## config.mk

```make
export PLATFORM = sky130hd
export DESIGN_NAME = cart_cmd_ctrl
export DESIGN_NICKNAME = d
export VERILOG_FILES = /design/src/rtl/cart_cmd_ctrl.sv
export SDC_FILE = /design/constraint.sdc
export NUM_CORES = 1
export LEC_CHECK = 0
export CORE_MARGIN = 2
export CORE_UTILIZATION = 29
export DETAILED_ROUTE_END_ITERATION = 10
export GPL_TIMING_DRIVEN = 0
export PLACE_DENSITY = 0.49
export SLEW_MARGIN = 20
export SYNTH_ARGS = -nofsm -noshare
export SYNTH_HDL_FRONTEND = slang
export SYNTH_SLANG_ARGS = --single-unit
```

## constraint.sdc

```tcl
create_clock -name clk -period 2.1 [get_ports clk]
set_clock_uncertainty 0.05 [all_clocks]
set_input_delay 0.42 -clock clk [delete_from_list [all_inputs] [get_ports clk]]
set_output_delay 0.42 -clock clk [all_outputs]
set_load 0.05 [all_outputs]
```

## src/rtl/cart_cmd_ctrl.sv

```systemverilog
// Cart command sequencer: parses 0xAA/CMD/ARG/CHK frames from the UART
// receiver into motor direction/speed registers, with a link-loss watchdog.
module cart_cmd_ctrl #(
    parameter int TIMEOUT_CYCLES = 50000000,
    parameter int GAP_CYCLES     = 5000000,
    parameter int CNT_W          = 26
) (
    input  logic       clk,
    input  logic       rst,
    input  logic [7:0] rx_data,
    input  logic       rx_ready,
    output logic       dir_l,
    output logic       dir_r,
    output logic [7:0] speed_l,
    output logic [7:0] speed_r,
    output logic       cmd_valid,
    output logic       frame_err,
    output logic       timeout
);

    localparam logic [CNT_W-1:0] WD_MAX  = CNT_W'(TIMEOUT_CYCLES - 1);
    localparam logic [CNT_W-1:0] GAP_MAX = CNT_W'(GAP_CYCLES - 1);

    typedef enum logic [2:0] {IDLE, HDR, CMD, ARG, EXEC} state_t;

    state_t           state;
    logic             s1, s2, s3;
    logic [7:0]       cmd_q, arg_q;
    logic [CNT_W-1:0] wd_cnt, gap_cnt;
    logic             strobe;
    logic             cmd_known;

    // rx_ready comes from the baud clock domain; s1/s2 synchronize, s3 edge-detects
    assign strobe = s2 & ~s3;

    always_comb begin
        cmd_known = 1'b0;
        case (cmd_q)
            8'h46, 8'h42, 8'h4C, 8'h52, 8'h53: cmd_known = 1'b1;
            default:                           cmd_known = 1'b0;
        endcase
    end

    always_ff @(posedge clk) begin
        if (!rst) begin
            state     <= IDLE;
            s1        <= 1'b0;
            s2        <= 1'b0;
            s3        <= 1'b0;
            cmd_q     <= 8'h00;
            arg_q     <= 8'h00;
            wd_cnt    <= '0;
            gap_cnt   <= '0;
            dir_l     <= 1'b0;
            dir_r     <= 1'b0;
            speed_l   <= 8'h00;
            speed_r   <= 8'h00;
            cmd_valid <= 1'b0;
            frame_err <= 1'b0;
            timeout   <= 1'b0;
        end else begin
            s1        <= rx_ready;
            s2        <= s1;
            s3        <= s2;
            cmd_valid <= 1'b0;
            frame_err <= 1'b0;

            // Watchdog saturates at expiry and keeps the motors stopped
            if (state == EXEC) begin
                wd_cnt <= '0;
            end else if (wd_cnt == WD_MAX) begin
                timeout <= 1'b1;
                dir_l   <= 1'b0;
                dir_r   <= 1'b0;
                speed_l <= 8'h00;
                speed_r <= 8'h00;
            end else begin
                wd_cnt <= wd_cnt + 1'b1;
            end

            if (strobe || state == IDLE || state == EXEC)
                gap_cnt <= '0;
            else
                gap_cnt <= gap_cnt + 1'b1;

            case (state)
                IDLE: if (strobe && rx_data == 8'hAA) state <= HDR;
                HDR: begin
                    if (strobe) begin
                        cmd_q <= rx_data;
                        state <= CMD;
                    end else if (gap_cnt == GAP_MAX) begin
                        state <= IDLE;
                    end
                end
                CMD: begin
                    if (strobe) begin
                        arg_q <= rx_data;
                        state <= ARG;
                    end else if (gap_cnt == GAP_MAX) begin
                        state <= IDLE;
                    end
                end
                ARG: begin
                    if (strobe) begin
                        if (rx_data == (cmd_q ^ arg_q) && cmd_known) begin
                            state <= EXEC;
                        end else begin
                            frame_err <= 1'b1;
                            state     <= IDLE;
                        end
                    end else if (gap_cnt == GAP_MAX) begin
                        state <= IDLE;
                    end
                end
                EXEC: begin
                    // Placed after the watchdog so a coincident expiry loses
                    state     <= IDLE;
                    cmd_valid <= 1'b1;
                    timeout   <= 1'b0;
                    speed_l   <= arg_q;
                    speed_r   <= arg_q;
                    case (cmd_q)
                        8'h46: begin dir_l <= 1'b1; dir_r <= 1'b1; end
                        8'h42: begin dir_l <= 1'b0; dir_r <= 1'b0; end
                        8'h4C: begin dir_l <= 1'b0; dir_r <= 1'b1; end
                        8'h52: begin dir_l <= 1'b1; dir_r <= 1'b0; end
                        default: begin
                            dir_l   <= 1'b0;
                            dir_r   <= 1'b0;
                            speed_l <= 8'h00;
                            speed_r <= 8'h00;
                        end
                    endcase
                end
                default: state <= IDLE;
            endcase
        end
    end

endmodule

```

======== After elaboration in Yosys (flattened, before gate mapping) ========
Cells that the tools add are included.
storage, ports and cells
  input port bits ......................... 11
  logic and storage cells ................. 67
  register bits after elaboration ......... 87
  output and inout port bits .............. 21
operators by class
  muxes and demuxes ....................... 18
  $add $sub $neg .......................... 2
  reduce and logical (&&, ||, !) cells .... 15
  bitwise operators ....................... 4
  eq/ne operators ......................... 14
operators with widths
  cell                   number
  $add 26x1->26 const B  2
  $eq 8x7->1 const B     5
  $eq 26x23->1 const B   1
  $eq 26x26->1 const B   1
  $mux 8                 3
  $mux 3                 6
  $pmux 3 s4             1
  $eq 8x8->1             1
  $eq 8x8->1 const B     1
  $mux 1                 8
  $reduce_or 2->1        4
  $xor 8x8->8            1
  $eq 3x2->1 const B     2
  $reduce_or 5->1        1
  $reduce_and 2->1       2
  $reduce_or 4->1        1
  $eq 3x1->1 const B     1
  $eq 3x3->1 const B     1
  $logic_not 3->1        1
  $reduce_and 3->1       1
  $logic_and 1x1->1      2
  $logic_or 1x1->1       2
  $ne 2x1->1 const B     1
  $not 1->1              2
  2 further kinds        2

======== Longest topological paths before layout ========
Gate-level depths: netlist of run 1.
  word-level depth ........................ 7
  mapped depth ............................ 6

======== Worst setup path before layout of run 1 ========
OpenSTA, ideal clock, no wires.
  path type ............................... reg2reg
  from .................................... register gap_cnt[0]
  to ...................................... register gap_cnt[22]
  setup time .............................. 0.070 ns
  arrival time ............................ 1.769 ns
  buffers on the path ..................... 1
  stages on the path, launching flop included .. 7
  path slack .............................. 0.210 ns
  period minus slack after synthesis ...... 1.890 ns
  cells stage by stage .................... dfxtp_1 ha_1 nand3_4 or3_4 buf_6 or4_1 a21oi_1
between the ends
  word-level cells in the longest chain between the ends .. 1
RTL lines
  item                    line  source
  from (decl)             29    logic [CNT_W-1:0] wd_cnt, gap_cnt;
  from (signal assigned)  84    gap_cnt <= gap_cnt + 1'b1;
  $add 26x1->26           84
Every way passes these cells.
A chain may end at the register's enable or synchronous reset.

======== Worst setup path after layout of run 1 ========
  from .................................... register frame_err
  to ...................................... output port frame_err
RTL lines
  item                    line  source
  from (decl)             17    output logic frame_err,
  from (signal assigned)  59    frame_err <= 1'b0;
  from (signal assigned)  66    frame_err <= 1'b0;
  from (signal assigned)  109   frame_err <= 1'b1;
No word-level cell between the ends.

==> run_summary.xml, run 1 <==
<?xml version="1.0" encoding="UTF-8"?>
<metrics>
  <group name="floorplan">
    <metric name="floorplan.die.height" unit="um">125</metric>
    <metric name="fp.coreArea" unit="sq um">14400</metric>
    <metric name="chipWidth" unit="um">125</metric>
    <metric name="floorplan.die_area" unit="sq um">15500</metric>
    <metric name="initial_core_util" unit="%">29.3</metric>
    <metric name="row_count" unit="">44</metric>
    <metric name="design.portCount" unit="">32</metric>
  </group>
  <group name="power">
    <metric name="power.density" unit="nW/um^2">687</metric>
    <metric name="switching_share" unit="%">20.1</metric>
    <metric name="share_comb_of_total_power" unit="%">2.8</metric>
    <metric name="vdd.ir_drop.worst" unit="mV">0.397</metric>
    <metric name="power_report.internal_total" unit="mW">2.82</metric>
    <metric name="share_seq_of_total_power" unit="%">47.1</metric>
    <metric name="power_switching" unit="mW">0.711</metric>
    <metric name="p_clk_share" unit="%">50.1</metric>
    <metric name="power.static_leakage" unit="nW">1.86</metric>
  </group>
  <group name="cts">
    <metric name="clkSlewWorstSetupHoldPaths" unit="ns">0.06</metric>
    <metric name="cts-buffers-inserted" unit="">9</metric>
    <metric name="cts_tree" unit="">done</metric>
    <metric name="clock_sinks" unit="">87</metric>
    <metric name="clk-insertion-delay-late" unit="ns">0.34</metric>
    <metric name="cts_hold_repair.buffers" unit="">0</metric>
    <metric name="cts_htree_levels" unit="">3</metric>
    <metric name="ctsLongestPathBuffers" unit="">2</metric>
    <metric name="clk_root_buffer_cell" unit="">clkbuf_16</metric>
  </group>
  <group name="placed_design">
    <metric name="buffer_ports.inserted" unit="">31</metric>
    <metric name="dpl_hpwl" unit="mm">7.08</metric>
    <metric name="routability_driven_placement_congestion_ratio" unit="">0.840</metric>
    <metric name="place_inst" unit="">666</metric>
  </group>
  <group name="worst_setup_path">
    <metric name="crit_buf_inv" unit="">1</metric>
    <metric name="crit_arrival" unit="ns">1.54</metric>
    <metric name="timing.critical_path.fanout_max" unit="">1</metric>
    <metric name="cp.required" unit="ns">1.63</metric>
    <metric name="path_delay_family" unit="">buffers and inverters</metric>
    <metric name="cp-end-kind" unit="">primary output</metric>
    <metric name="worstPathCellList" unit="">clkdlybuf4s50_1</metric>
    <metric name="cell_with_the_biggest_individual_delay_on_the_critical_path" unit="">clkdlybuf4s50_1</metric>
    <metric name="worstSetupPathType" unit="">reg2out</metric>
    <metric name="cp_slowest_stage_delay" unit="ns">0.83</metric>
    <metric name="crit_path_start_kind" unit="">flip-flop</metric>
  </group>
  <group name="timing">
    <metric name="clock.fmax" unit="MHz">498</metric>
    <metric name="grt_setup_unrepaired" unit="">no</metric>
    <metric name="layout_min_cycle_time" unit="ns">2.01</metric>
    <metric name="slew-limit-headroom" unit="%">56.6</metric>
    <metric name="final.period_utilization" unit="%">95.7</metric>
    <metric name="worst_pin_slew" unit="ns">0.648</metric>
    <metric name="finalHoldViolCount" unit="">0</metric>
    <metric name="slew_violations" unit="">0</metric>
    <metric name="post_route_worst_hold_slack" unit="ns">0.384</metric>
    <metric name="timing.setup.tns" unit="ns">0</metric>
    <metric name="setup-violations-final" unit="">0</metric>
  </group>
  <group name="finish">
    <metric name="final.fill_count" unit="">1484</metric>
    <metric name="n_antenna_cell" unit="">0</metric>
    <metric name="most-common-layout-cells" unit="">85 x dfxtp_1, 32 x a21oi_1, 28 x nor2_1, 27 x nand2_1, 23 x clkdlybuf4s50_1</metric>
    <metric name="drive_gt1_share" unit="%">9.42</metric>
    <metric name="layout.cells.most_common" unit="">dfxtp_1</metric>
    <metric name="seqCellArea" unit="sq um">1750</metric>
    <metric name="syn_to_final_growth" unit="%">21.9</metric>
    <metric name="final_cells" unit="">683</metric>
    <metric name="final_nets" unit="">507</metric>
    <metric name="area_taken_by_multi_input_logic_gates" unit="sq um">2310</metric>
  </group>
  <group name="logic_synthesis">
    <metric name="synth-compound-area-share" unit="%">12.2</metric>
    <metric name="async_flop_share" unit="%">0</metric>
    <metric name="net_count_of_the_mapped_netlist" unit="">464</metric>
    <metric name="sequential_element_share_of_the_synthesized_area" unit="%">41.3</metric>
    <metric name="yosys_register_bits" unit="">87</metric>
    <metric name="cell_accounting_for_the_most_synthesized_area" unit="">dfxtp_1</metric>
    <metric name="synth.mux.area_fraction" unit="%">4.99</metric>
    <metric name="netlist-cell-type-count" unit="">52</metric>
    <metric name="synth_top_family_by_area" unit="">simple AND/OR/NAND/NOR gates</metric>
    <metric name="number_of_synthesized_flops_with_an_enable_pin" unit="">0</metric>
    <metric name="synth.yosys.warnings" unit="">0</metric>
    <metric name="synth_xor_area_share" unit="%">8.22</metric>
    <metric name="netlist_top_cells_area" unit="">dfxtp_1 41%, mux2i_1 5.0%, xnor3_1 4.3%</metric>
    <metric name="syn_area" unit="sq um">4210</metric>
    <metric name="synth-adder-area-share" unit="%">0.594</metric>
    <metric name="share_of_synthesized_cell_area_in_and_or_nand_and_nor_gates" unit="%">28.1</metric>
    <metric name="post_synth.cell_area_avg" unit="sq um">9.34</metric>
    <metric name="syn_inst" unit="">451</metric>
    <metric name="synth_ff_type" unit="">dfxtp_1</metric>
    <metric name="synthDominantCellAreaShare" unit="%">41.3</metric>
  </group>
  <group name="global_route">
    <metric name="total_congestion_overflow" unit="">0</metric>
    <metric name="global_route.usage.total" unit="%">13.0</metric>
    <metric name="grt_max_degree" unit="">15</metric>
    <metric name="grt_first_pass_wirelength" unit="mm">16.3</metric>
    <metric name="antenna_found_initial" unit="">0</metric>
    <metric name="number_of_global_route_vias_before_repair" unit="">3282</metric>
  </group>
  <group name="routing">
    <metric name="drc" unit="">0</metric>
    <metric name="routedWlPerCell" unit="um">14.5</metric>
    <metric name="detail_route.first_pass.iterations" unit="">5</metric>
    <metric name="routed_wl" unit="mm">9.90</metric>
    <metric name="drt_first_iter_violations" unit="">213</metric>
    <metric name="routed_via_density" unit="">5.06</metric>
    <metric name="routed-via-count" unit="">3455</metric>
    <metric name="detail-route-antenna-nets" unit="">0</metric>
  </group>
  <group name="min_path">
    <metric name="min-delay-path-class" unit="">reg2reg</metric>
  </group>
  <group name="run_status">
    <metric name="run_status" unit="">finished clean</metric>
  </group>
  <group name="job">
    <metric name="max_cap_viol_count" unit="">0</metric>
  </group>
</metrics>
-- metrics by stage --
stage | setup WS, ns | total power, mW | area [sq um] | utilization [%]
global route | 0.00768 | 3.67 | 5140 | 35.8
detailed placement | -0.590 | 1.80 | 4750 | 33.1
global placement | -0.616 | 1.80 | 4750 | 33.1
floorplan | 0.210 | 1.75 | 4210 | -
CTS | 0.0192 | 3.59 | 5090 | 35.5
finish | 0.0909 | 3.53 | 5140 | 35.8
-- sequential cells by signal (all words and copies together), names as in the netlist --
signal	cells
gap_cnt	26
wd_cnt	26
arg_q	8
cmd_q	8
speed_r	8
state	3
cmd_valid	1
dir_l	1
dir_r	1
frame_err	1
s1	1
s2	1
s3	1
timeout	1
-- synth_stat cells, types with 8 or more instances --
master / count
a21oi_1: 32
a32o_1: 10
and4_1: 8
buf_4: 8
clkbuf_1: 14
dfxtp_1: 87
inv_1: 8
mux2i_1: 21
nand2_1: 27
nand3_1: 20
nand4_1: 16
nor2_1: 28
nor2b_1: 18
nor3_1: 8
o21ai_0: 15
o31ai_1: 11
or3_1: 14
or4_1: 11
xnor2_1: 15
xnor3_1: 8
-- routing by layer --
metal  vias up  global-route usage [%]  share of wire [%]
met5         -                       0                  0
met2        44                    21.0                 48
li1       1741                       -                  -
met3        11                    3.35                2.7
met4         0                    4.82                1.5
met1      1659                    16.7                 48
-- what timing repair did --
item | CTS | global route
pin swaps | 1 | 0
buffers inserted | 1 | 0
gates resized for setup | 5 | 19
endpoints found under the setup margin | 18 | 26
-- cells by family (layout without fill, tap and decap cells) --
logic type | after synthesis | count (layout)
flip-flops | 87 | 87
multiplexers | 21 | 21
buffers and inverters | 36 | 84
AO/OA/AOI/OAI | 80 | 80
AND/OR/NAND/NOR | 198 | 198
XOR/XNOR | 27 | 27
adder cells (fa/ha/maj) | 2 | 2
-- path summary, 6_finish.rpt --
kind | startpoint | endpoint | slack (ns) | cells after the start
worst max register to register | gap_cnt[0]$_SDFF_PP0_ | gap_cnt[22]$_SDFF_PP0_ | 0.17 | 6
worst max-delay path | frame_err$_SDFF_PN0_ | frame_err | 0.09 | 1
worst min-delay path | s1$_SDFF_PN0_ | s2$_SDFF_PN0_ | 0.38 | 1
worst min register to register | s1$_SDFF_PN0_ | s2$_SDFF_PN0_ | 0.38 | 1
-- power by group through the flow --
stage / logic [mW] / registers [mW] / clock network [mW]
3_5_place_dp: 0.0975 / 1.70 / 0
5_1_grt: 0.106 / 1.66 / 1.90
6_report: 0.0987 / 1.66 / 1.77
4_1_cts: 0.0985 / 1.66 / 1.83
2_1_floorplan: 0.0520 / 1.70 / 0
3_3_place_gp: 0.0987 / 1.70 / 0
-- area by class of cell --
class                      count  area share (%)
buffer                        28            3.21
clock buffer                  12            4.99
clock inverter                 4            1.51
inverter                       8           0.584
multi-input combinational    328            44.9
sequential                    87            34.0
tap                          184            4.48
timing repair buffer          32            6.28
Power figures use the tool's default switching activity.
==> run 2: changes to the inputs <==
--- a/config.mk
+++ b/config.mk
@@ -10,7 +10,7 @@
 export DETAILED_ROUTE_END_ITERATION = 10
 export GPL_TIMING_DRIVEN = 0
 export PLACE_DENSITY = 0.49
-export SLEW_MARGIN = 20
+export SLEW_MARGIN = 30
 export SYNTH_ARGS = -nofsm -noshare
 export SYNTH_HDL_FRONTEND = slang
 export SYNTH_SLANG_ARGS = --single-unit
==> results of run 2 <==
Same layout as run 1: the final DEF is identical, and so are final timing and power.
